`config.mk`:
```
export PLATFORM = sky130hd
export DESIGN_NAME = mul_share_sched_flat
export DESIGN_NICKNAME = d
export VERILOG_FILES = /design/src/rtl/mul_share_pkg.sv /design/src/rtl/mul_share_sched_if.sv /design/src/rtl/rr_arbiter.sv /design/src/rtl/mul_share_sched.sv /design/src/flat_wrapper.sv
export SDC_FILE = /design/constraint.sdc
export NUM_CORES = 1
export LEC_CHECK = 0
export ABC_AREA = 1
export BUFFER_PORTS_ARGS = -buffer_cell sky130_fd_sc_hd__buf_4
export CAP_MARGIN = 15
export CORE_UTILIZATION = 43
export CTS_CLUSTER_SIZE = 25
export DETAILED_ROUTE_END_ITERATION = 8
export HOLD_SLACK_MARGIN = 0.03
export PLACE_DENSITY = 0.83
export SYNTH_ARGS = -nofsm -noshare
export SYNTH_HDL_FRONTEND = slang
export SYNTH_SLANG_ARGS = --single-unit
```
`constraint.sdc`:
```
create_clock -name clk -period 4.8 [get_ports clk]
set_input_delay 0.24 -clock clk [delete_from_list [all_inputs] [get_ports clk]]
set_output_delay 0.24 -clock clk [all_outputs]
set_load 0.1 [all_outputs]
```
`src/rtl/mul_share_pkg.sv`:
```
// Shared encodings and helpers for the shared multiplier scheduler.
package mul_share_pkg;

  localparam int unsigned NREQ_DEF  = 4;
  localparam int unsigned WIDTH_DEF = 16;

  typedef logic [2:0] state_t;

  localparam state_t S_IDLE = 3'd0;
  localparam state_t S_LDA  = 3'd1;
  localparam state_t S_LDB  = 3'd2;
  localparam state_t S_ACC  = 3'd3;
  localparam state_t S_RESP = 3'd4;

  // Index width for n requesters; never below one bit.
  function automatic int unsigned clog2(input int unsigned n);
    int unsigned r;
    int unsigned v;
    r = 0;
    v = (n > 0) ? n - 1 : 0;
    while (v > 0) begin
      r = r + 1;
      v = v >> 1;
    end
    return (r == 0) ? 1 : r;
  endfunction

endpackage

```
`src/rtl/mul_share_sched_if.sv`:
```
// Client-side request/response bundle of the shared multiplier scheduler.
interface mul_share_sched_if
  import mul_share_pkg::*;
#(
  parameter int unsigned NREQ  = NREQ_DEF,
  parameter int unsigned WIDTH = WIDTH_DEF
);

  localparam int unsigned GW = clog2(NREQ);

  logic [NREQ-1:0]       req;
  logic [NREQ*WIDTH-1:0] a_flat;
  logic [NREQ*WIDTH-1:0] b_flat;
  logic [NREQ-1:0]       ack;
  logic [WIDTH-1:0]      result;
  logic                  busy;
  logic [GW-1:0]         grant_id;

  // Requesters drive operands and request levels.
  modport master (
    output req, a_flat, b_flat,
    input  ack, result, busy, grant_id
  );

  // The scheduler consumes requests and returns products.
  modport slave (
    input  req, a_flat, b_flat,
    output ack, result, busy, grant_id
  );

endinterface

```
`src/rtl/rr_arbiter.sv`:
```
// Combinational round-robin pick: first set request after last_grant, wrapping.
module rr_arbiter
  import mul_share_pkg::*;
#(
  parameter  int unsigned NREQ = NREQ_DEF,
  localparam int unsigned GW   = clog2(NREQ)
) (
  input  logic [NREQ-1:0] req,
  input  logic [GW-1:0]   last_grant,
  output logic [NREQ-1:0] grant_onehot,
  output logic [GW-1:0]   grant_idx,
  output logic            any
);

  logic          found;
  logic [GW-1:0] idx;

  // Scan last_grant+1 .. last_grant (inclusive), keeping the first hit.
  always_comb begin
    grant_onehot = '0;
    grant_idx    = '0;
    found        = 1'b0;
    idx          = '0;
    for (int unsigned k = 1; k <= NREQ; k++) begin
      idx = GW'((32'(last_grant) + k) % NREQ);
      if (!found && req[idx]) begin
        found             = 1'b1;
        grant_onehot[idx] = 1'b1;
        grant_idx         = idx;
      end
    end
  end

  assign any = |req;

endmodule

```
`src/rtl/mul_share_sched.sv`:
```
// Round-robin scheduler sharing one repeated-addition multiplier datapath.
module mul_share_sched
  import mul_share_pkg::*;
#(
  parameter int unsigned NREQ  = NREQ_DEF,
  parameter int unsigned WIDTH = WIDTH_DEF
) (
  input  logic                 clk,
  input  logic                 rst,
  mul_share_sched_if.slave     bus,
  output logic [WIDTH-1:0]     data_bus,
  output logic                 ldA,
  output logic                 ldB,
  output logic                 ldP,
  output logic                 clrP,
  output logic                 decB,
  input  logic                 eqz,
  input  logic [WIDTH-1:0]     p_in
);

  localparam int unsigned GW = clog2(NREQ);

  state_t            state_q, state_d;
  logic [GW-1:0]     grant_id_q, grant_id_d;
  logic [GW-1:0]     last_grant_q, last_grant_d;
  logic [NREQ-1:0]   grant_oh_q, grant_oh_d;
  logic [NREQ-1:0]   ack_q, ack_d;
  logic [WIDTH-1:0]  result_q, result_d;

  logic [NREQ-1:0]   arb_oh;
  logic [GW-1:0]     arb_idx;
  logic              arb_any;

  logic [WIDTH-1:0]  a_arr [NREQ];
  logic [WIDTH-1:0]  b_arr [NREQ];

  rr_arbiter #(.NREQ(NREQ)) u_arb (
    .req          (bus.req),
    .last_grant   (last_grant_q),
    .grant_onehot (arb_oh),
    .grant_idx    (arb_idx),
    .any          (arb_any)
  );

  // Unpack flat operand buses per requester.
  for (genvar i = 0; i < int'(NREQ); i++) begin : g_unpack
    assign a_arr[i] = bus.a_flat[i*WIDTH +: WIDTH];
    assign b_arr[i] = bus.b_flat[i*WIDTH +: WIDTH];
  end

  // State register.
  always_ff @(posedge clk or posedge rst) begin
    if (rst) begin
      state_q <= S_IDLE;
    end else begin
      state_q <= state_d;
    end
  end

  // Next-state: fixed load sequence, then accumulate until the counter hits zero.
  always_comb begin
    state_d = S_IDLE;
    case (state_q)
      S_IDLE:  state_d = arb_any ? S_LDA : S_IDLE;
      S_LDA:   state_d = S_LDB;
      S_LDB:   state_d = S_ACC;
      S_ACC:   state_d = eqz ? S_RESP : S_ACC;
      S_RESP:  state_d = S_IDLE;
      default: state_d = S_IDLE;
    endcase
  end

  // Datapath controls and operand steering; ACC controls follow eqz directly.
  always_comb begin
    data_bus = '0;
    ldA      = 1'b0;
    ldB      = 1'b0;
    ldP      = 1'b0;
    clrP     = 1'b0;
    decB     = 1'b0;
    case (state_q)
      S_LDA: begin
        data_bus = a_arr[grant_id_q];
        ldA      = 1'b1;
      end
      S_LDB: begin
        data_bus = b_arr[grant_id_q];
        ldB      = 1'b1;
        clrP     = 1'b1;
      end
      S_ACC: begin
        ldP  = ~eqz;
        decB = ~eqz;
      end
      default: ;
    endcase
  end

  // Grant capture in IDLE, product/ack capture on the last ACC cycle, pointer update in RESP.
  always_comb begin
    grant_id_d   = grant_id_q;
    grant_oh_d   = grant_oh_q;
    last_grant_d = last_grant_q;
    result_d     = result_q;
    ack_d        = '0;
    case (state_q)
      S_IDLE: begin
        if (arb_any) begin
          grant_id_d = arb_idx;
          grant_oh_d = arb_oh;
        end
      end
      S_ACC: begin
        if (eqz) begin
          result_d = p_in;
          ack_d    = grant_oh_q;
        end
      end
      S_RESP:  last_grant_d = grant_id_q;
      default: ;
    endcase
  end

  // Grant, pointer, result and ack registers.
  always_ff @(posedge clk or posedge rst) begin
    if (rst) begin
      grant_id_q   <= '0;
      grant_oh_q   <= '0;
      last_grant_q <= GW'(NREQ - 1);
      result_q     <= '0;
      ack_q        <= '0;
    end else begin
      grant_id_q   <= grant_id_d;
      grant_oh_q   <= grant_oh_d;
      last_grant_q <= last_grant_d;
      result_q     <= result_d;
      ack_q        <= ack_d;
    end
  end

  assign bus.ack      = ack_q;
  assign bus.result   = result_q;
  assign bus.grant_id = grant_id_q;
  assign bus.busy     = (state_q != S_IDLE);

endmodule

```
`src/flat_wrapper.sv`:
```
// flat-port wrapper written by rule: the top's interface ports become plain ports
module mul_share_sched_flat import mul_share_pkg::*;
#(
  parameter int unsigned NREQ  = NREQ_DEF,
  parameter int unsigned WIDTH = WIDTH_DEF
)
  (clk, rst, data_bus, ldA, ldB, ldP, clrP, decB, eqz, p_in, bus_req, bus_a_flat, bus_b_flat, bus_ack, bus_result, bus_busy, bus_grant_id);
  mul_share_sched_if #(.NREQ(NREQ), .WIDTH(WIDTH)) bus_i ();
  input  logic clk;
  input  logic rst;
  output logic [WIDTH-1:0] data_bus;
  output logic ldA;
  output logic ldB;
  output logic ldP;
  output logic clrP;
  output logic decB;
  input  logic eqz;
  input  logic [WIDTH-1:0] p_in;
  input wire logic [$bits(bus_i.req)-1:0] bus_req;
  input wire logic [$bits(bus_i.a_flat)-1:0] bus_a_flat;
  input wire logic [$bits(bus_i.b_flat)-1:0] bus_b_flat;
  output wire logic [$bits(bus_i.ack)-1:0] bus_ack;
  output wire logic [$bits(bus_i.result)-1:0] bus_result;
  output wire logic [$bits(bus_i.busy)-1:0] bus_busy;
  output wire logic [$bits(bus_i.grant_id)-1:0] bus_grant_id;
  assign bus_i.req = bus_req;
  assign bus_i.a_flat = bus_a_flat;
  assign bus_i.b_flat = bus_b_flat;
  assign bus_ack = bus_i.ack;
  assign bus_result = bus_i.result;
  assign bus_busy = bus_i.busy;
  assign bus_grant_id = bus_i.grant_id;
  mul_share_sched #(.NREQ(NREQ), .WIDTH(WIDTH)) u_core (.clk(clk), .rst(rst), .bus(bus_i), .data_bus(data_bus), .ldA(ldA), .ldB(ldB), .ldP(ldP), .clrP(clrP), .decB(decB), .eqz(eqz), .p_in(p_in));
endmodule
```
==> summary.md, run 1 <==
| Metric | Value |
|---|---|
| Vias | 3716 |
| Largest net degree at the start of global routing | 68 |
| Main synth FF type | dfrtp_1 |
| CTS root buffer | clkbuf_8 |
| Layout overhead on the synthesized area | 52.26% |
| Clock latency on the worst-skew pair | 0.27 ns |
| Syn avg cell area | 6.368 µm² |
| Synth async-reset ratio | 100.0% |
| Final period utilization | 65.55% |
| Cts repair resizes | 0 |
| Worst EP arrival | 2.91 ns |
| Overall Global Routing Usage | 27.73% |
| Core area | 6386 µm² |
| Clock transition at path regs | 0.06 ns |
| Fmax | 317.8 MHz |
| Req. time, crit path | 4.56 ns |
| Met3 GRT Util | 4.274% |
| Headroom to the max-slew limit | 32.19% |
| N_diodes | 0 |
| Post-DP HPWL | 7694 µm |
| Final hold violations | 0 |
| Worst hold path type | in -> async |
| Total CTS buffers | 5 |
| Busiest grt layer | met2 |
| IO Port Bufs | 194 |
| Drt total wl | 10120 µm |
| Initial antenna violation count | 0 |
| Hold slack | 0.06426 ns |
| Net Count, Synth | 606 |
| Total clock sinks | 31 |
| Initial Util | 44.57% |
| Io pins | 195 |
| Layout Nets | 780 |
| Max-cap violation count | 0 |
| Met2 Usage GRT | 52.61% |
| CTS tree | yes |
| Leading area contributor after synthesis | dfrtp_1 |
| Setup TNS | 0 ns |
| Cells after Synth | 447 |
| Top-count cell post-synth | nand2_1 |
| Gpl congestion | 0.9025 |
| # rows | 29 |
| H-tree Lvls | 2 |
| Minimum clock period | 3.147 ns |
| CP Capture Type | primary output |
| Die area | 6949 µm² |
| RR Startpoint | u_core.bus.grant_id[0] |
| Worst r2r path cells | 2 |
| Synth top area share | 25.49% |
| Die X | 83.36 µm |
| Setup Skew | 0.005379 ns |
| Startpoint Class | flop |
| Outcome | finished clean |
| Die Ht | 83.36 µm |
| Fin. max-slew vios | 0 |
| CP max FO | 67 |
| Vias per cell | 5.316 |
| Seq cells post-synth | 31 |
| Number of synthesis warnings | 0 |
| Share of cells above drive strength 1 | 37.30% |
| Part of the Yosys area used for sequential elements | 27.34% |
| Worst slew pin tran | 1.016 ns |
| WL per Instance | 14.47 µm |
| Top cells by area, synth | dfrtp_1 (25%), nand2_1 (18%), nor2_1 (16%) |
| Iter 0 DRT Violations | 174 |
| First-pass GRT wire length | 15760 µm |
| Crit Path Category | reg -> out |
| Met1 GRT Util | 30.66% |
| Drt first pass iters | 4 |
| RSZ-0062 raised after global routing | no |
| R2R Path End | u_core.last_grant_q[0] |
| Vias in the first global route | 3522 |
| Post-synth cell types | 28 |
| Setup repair bufs after CTS | 0 |
| Finished Cell Area | 4334 µm² |
| Post-DP Area | 4222 µm² |
| Cell area after synthesis | 2846 µm² |
| Post-CTS Hold Fix Bufs | 0 |
| Crit path from | u_core.bus.grant_id[0] |
| Most common library cells after synthesis | nand2_1 (133), nor2_1 (120), o21ai_0 (33), o32ai_1 (32), dfrtp_1 (29) |
| Antenna viol nets, final | 0 |
| Reg2Reg Setup Slack | 2.64 ns |
| GR Overflow Total | 0 |
| Post-synth EDFFs | 0 |
| Endpoints failing setup | 0 |
| CTS Buffer Depth | 2 |
| Worst Setup EP | data_bus[4] |
| # DRC | 0 |
[layer usage]
metal  part of all wire, %  vias to the layer above  wire length, µm
li1                      -                     1818                -
met1                    37                     1736             3708
met2                    54                      134             5430
met3                   6.2                       28              627
met4                   3.5                        0              349
met5                     0                        -                0
[critical path, stage by stage (launching register included)]
cell and delay, ns:
dfrtp_2 0.75, inv_2 0.92, nor2_1 0.09, o32ai_1 0.36, nand2_1 0.09, nand2_1 0.07
buf_4 0.29
[area by class of cell]
cell class / count / area [µm²]
clock buffers: 6 / 72.57
inverters: 17 / 71.32
multi-input cells: 371 / 1817
well taps: 77 / 96.34
clock inverters: 2 / 12.51
repair buffers: 195 / 1484
fillers: 587 / 2052
flip-flops and latches: 31 / 780.7
[kinds of logic after synthesis]
group | share of synthesized area, %
AOI/OAI and AO/OA | 16.48
adders and majority gates | 3.517
buffers and inverters | 8.835
DFF | 27.34
and+or+nand+nor | 43.82
[sequential cells by signal, indices dropped and copies added (netlist names)]
signal,count
u_core.bus.ack,4
u_core.bus.grant_id,2
u_core.grant_oh_q,4
u_core.bus.result,16
u_core.state_q,3
u_core.last_grant_q,2
[how the worst min path moves through the flow]
stage | from | end | depth (start not counted) | slack, ns
floorplan | rst | u_core.bus.ack[0] | 1 | 0.34
global placement | p_in[12] | u_core.bus.result[12] | 3 | 0.44
detailed placement | p_in[3] | u_core.bus.result[3] | 3 | 0.45
CTS | p_in[3] | u_core.bus.result[3] | 3 | 0.16
global route | rst | u_core.bus.result[12] | 2 | 0.12
finish | rst | u_core.bus.result[12] | 2 | 0.06
[cells in the final DEF (no fill, tap or decap)]
| cell type | Yosys | final |
|---|---|---|
| clkinvlp_4 | 0 | 1 |
| nand2_2 | 5 | 5 |
| a21oi_1 | 2 | 2 |
| inv_1 | 9 | 9 |
| clkinv_1 | 1 | 1 |
| ha_1 | 8 | 8 |
| clkbuf_1 | 8 | 1 |
| o32ai_1 | 32 | 32 |
| dfrtp_1 | 29 | 27 |
| inv_8 | 1 | 1 |
| nor3_4 | 1 | 1 |
| buf_4 | 5 | 194 |
| clkinv_2 | 0 | 1 |
| nand4_1 | 3 | 3 |
| nand2_4 | 4 | 4 |
| buf_16 | 0 | 1 |
| clkbuf_8 | 0 | 5 |
| nor2_2 | 2 | 2 |
| o21ai_1 | 1 | 1 |
| nand3_2 | 2 | 2 |
| o21ai_2 | 1 | 1 |
| inv_2 | 6 | 6 |
| nand3_1 | 17 | 17 |
| nor3_1 | 3 | 3 |
| nor2_4 | 3 | 3 |
| nand2_1 | 133 | 133 |
| dfrtp_2 | 0 | 2 |
| nor2_1 | 120 | 120 |
| nor2_8 | 1 | 1 |
| o21ai_0 | 33 | 33 |
| dfstp_2 | 2 | 2 |
[stage by stage]
step | util [%] | setup WS (ns) | std cells
after floorplan | - | 2.016 | 447
after global placement | 66.11 | 2.011 | 690
after detailed placement | 66.11 | 1.958 | 690
after CTS | 67.44 | 1.666 | 698
after global routing | 67.87 | 1.447 | 699
final | 67.87 | 1.653 | 699
Power of run 1 is not shown: default switching activity piles up to over one toggle a cycle in this logic, so the estimate is an artifact.
==> run 2: changes to the inputs <==
ABC_AREA = 0   (was 1)
CORE_UTILIZATION = 41   (was 43)
PLACE_DENSITY = 0.81   (was 0.83)
clock period = 3.2 ns   (was 4.8 ns; I/O delays follow)
==> summary.md, run 2 <==
| Metric | Value |
|---|---|
| RSZ-0062 raised after global routing | no (unchanged) |
| IO Port Bufs | 194 (unchanged) |
| RR Startpoint | u_core.last_grant_q[0] (was u_core.bus.grant_id[0]) |
| Synth async-reset ratio | 100.0% (unchanged) |
| Gpl congestion | 0.9156 (was 0.9025) |
| Antenna viol nets, final | 0 (unchanged) |
| Most common library cells after synthesis | mux4_2 (33), dfrtp_1 (29), mux2_2 (20), a22o_1 (16), clkbuf_1 (13) (was nand2_1 (133), nor2_1 (120), o21ai_0 (33), o32ai_1 (32), dfrtp_1 (29)) |
| Top cells by area, synth | mux4_2 (28%), dfrtp_1 (27%), mux2_2 (8.4%) (was dfrtp_1 (25%), nand2_1 (18%), nor2_1 (16%)) |
| Top-count cell post-synth | mux4_2 (was nand2_1) |
| Net Count, Synth | 378 (was 606) |
| Crit Path Category | reg -> reg (was reg -> out) |
| GR Overflow Total | 0 (unchanged) |
| Iter 0 DRT Violations | 120 (was 174) |
| Worst Setup EP | u_core.grant_oh_q[3] (was data_bus[4]) |
| Setup TNS | 0 ns (unchanged) |
| CP Buf/Inv Count | 1 (was 2) |
| # fillers | 491 (was 587) |
| Crit path from | u_core.last_grant_q[0] (was u_core.bus.grant_id[0]) |
| Part of the Yosys area used for sequential elements | 29.12% (was 27.34%) |
| Die X | 82.74 µm (was 83.36 µm) |
| # rows | 29 (unchanged) |
| Crit path max-delay cell type | dfstp_2 (was inv_2) |
| CP peak stage delay | 0.78 ns (was 0.92 ns) |
| Reg2Reg Setup Slack | 0.80 ns (was 2.64 ns) |
| Post-synth cell types | 39 (was 28) |
| CP Capture Type | flop (was primary output) |
| # DRC | 0 (unchanged) |
| Post-DP HPWL | 7274 µm (was 7694 µm) |
| Total clock sinks | 31 (unchanged) |
| Setup Skew | 0.004998 ns (was 0.005379 ns) |
| Vias | 2694 (was 3716) |
| First-pass GRT wire length | 12440 µm (was 15760 µm) |
| WL per Instance | 18.66 µm (was 14.47 µm) |
| Endpoints failing setup | 0 (unchanged) |
| Synth top area share | 27.81% (was 25.49%) |
| Number of synthesis warnings | 0 (unchanged) |
| Io pins | 195 (unchanged) |
| Worst slew pin tran | 0.7724 ns (was 1.016 ns) |
| Core area | 6314 µm² (was 6386 µm²) |
| Minimum clock period | 2.398 ns |
| Final worst slack | 0.8017 ns (was 1.653 ns) |
| Hold slack | 0.1127 ns (was 0.06426 ns) |
| Cell area after synthesis | 2673 µm² (was 2846 µm²) |
| Commonest non-fill, non-tap cell in the layout | buf_4 (unchanged) |
| R2R Path End | u_core.grant_oh_q[3] (was u_core.last_grant_q[0]) |
| CTS root buffer | clkbuf_8 (unchanged) |
| Syn avg cell area | 12.20 µm² (was 6.368 µm²) |
| Final period utilization | 74.95% |
| N_diodes | 0 (unchanged) |
| Main synth FF type | dfrtp_1 (unchanged) |
| Overall Global Routing Usage | 24.69% (was 27.73%) |
| H-tree Lvls | 2 (unchanged) |
| Share of cells above drive strength 1 | 66.34% (was 37.30%) |
| Dpl ws | 0.8568 ns (was 1.958 ns) |
| Initial Util | 42.33% (was 44.57%) |
| Cells after Synth | 219 (was 447) |
| Die Ht | 82.74 µm (was 83.36 µm) |
| Startpoint Class | flop (unchanged) |
| Outcome | finished clean (unchanged) |
| Max-cap violation count | 0 (unchanged) |
| Hold depth | 2 |
| Fmax | 417.0 MHz |
| Layout overhead on the synthesized area | 60.30% (was 52.26%) |
| Total CTS buffers | 5 (unchanged) |
| Post-CTS Hold Fix Bufs | 1 (was 0) |
| Req. time, crit path | 3.40 ns (was 4.56 ns) |
| Worst-path cell chain | inv_1, ha_1, or3b_1, nand3_1, a41oi_1, a31oi_1 (was inv_2, nor2_1, o32ai_1, nand2_1, nand2_1, buf_4) |
| Number of flip-flops in the largest register | 16 (unchanged) |
| CP max FO | 19 (was 67) |
| Leading area contributor after synthesis | mux4_2 (was dfrtp_1) |
| Headroom to the max-slew limit | 48.51% (was 32.19%) |
| Setup repair bufs after CTS | 0 (unchanged) |
| Initial antenna violation count | 0 (unchanged) |
| Worst hold path type | in -> reg (was in -> async) |
| Clock transition at path regs | 0.06 ns (about the same) |
| Fin. max-slew vios | 0 (unchanged) |
| Most frequent cells in the layout | buf_4 (198), mux4_2 (33), dfrtp_1 (28) (was buf_4 (194), nand2_1 (133), nor2_1 (120)) |
| CTS tree | yes (unchanged) |
| Largest delay share family, worst path | flip-flops (was buffers and inverters) |
| Vias per cell | 5.601 (was 5.316) |
| Drt total wl | 8975 µm (was 10120 µm) |
| Largest net degree at the start of global routing | 26 (was 68) |
| Vias in the first global route | 2529 (was 3522) |
| Crit. path cell count | 6 (unchanged) |
| Die area | 6845 µm² (was 6949 µm²) |
| Seq cells post-synth | 31 (unchanged) |
| Final hold violations | 0 (unchanged) |
| Worst EP arrival | 2.60 ns (was 2.91 ns) |
| Post-synth EDFFs | 0 (unchanged) |
| Cts repair resizes | 0 (unchanged) |
| Worst r2r path cells | 6 (was 2) |
| CTS Buffer Depth | 2 (unchanged) |
| Clock latency on the worst-skew pair | 0.28 ns (was 0.27 ns) |
| Drt first pass iters | 4 (unchanged) |
| Layout Nets | 562 (was 780) |
[run 2: cell count changes in the layout (fill, tap and decap cells not counted), sizes merged, moves of 5 or more]
cell   change
nand2    -130
inv       -11
a22o      +16
mux2      +20
buf        +5
nand3     -17
nor2     -116
mux2i      +5
o32ai     -32
o21ai     -30
mux4      +34
and2       +6
a31oi      +6
[run 2: worst reg2reg max path: stages (launching register included)]
cell	delay, ns
dfstp_2	0.78
inv_1	0.19
ha_1	0.45
or3b_1	0.38
nand3_1	0.18
a41oi_1	0.17
a31oi_1	0.18
[run 2: per-layer routing]
metal | track usage (%) | wire [µm] | vias up
li1 | - | - | 1229
met1 | 29.56 | 3285 | 1287
met2 | 40.74 | 4550 | 161
met3 | 8.132 | 950 | 17
met4 | 10.00 | 188 | 0
met5 | 0 | 0 | -
[run 2: layout make-up]
type,instances,area (µm²),area share [%]
well taps,77,96.34,2.249
clock buffers,7,76.32,1.782
repair buffers,201,1536,35.86
clock inverters,1,5.005,0.1168
flip-flops and latches,31,779.5,18.20
inverters,5,18.77,0.4381
multi-input cells,159,1772,41.36
[run 2: cell families after synthesis]
group,count (synthesis),share of synthesized area [%]
adder cells (fa/ha/maj),8,3.745
AND/OR/NAND/NOR,50,10.63
AO/OA/AOI/OAI,42,12.45
multiplexers,59,39.09
buffers and inverters,29,4.962
flip-flops,31,29.12
[run 2: stage by stage]
stage | instance area (µm²) | utilization [%] | instances
final | 4284 | 67.86 | 481
after global routing | 4284 | 67.86 | 481
after CTS | 4284 | 67.86 | 481
after detailed placement | 4193 | 66.41 | 472
after global placement | 4193 | 66.41 | 472
after floorplan | 2678 | - | 219
[run 2: worst min-delay path by stage]
stage	from	endpoint
floorplan	rst	u_core.bus.ack[0]
global placement	rst	u_core.bus.result[15]
detailed placement	rst	u_core.bus.result[12]
CTS	p_in[9]	u_core.bus.result[9]
global route	p_in[10]	u_core.bus.result[10]
finish	p_in[9]	u_core.bus.result[9]
Power of run 2 is left out for the same reason.
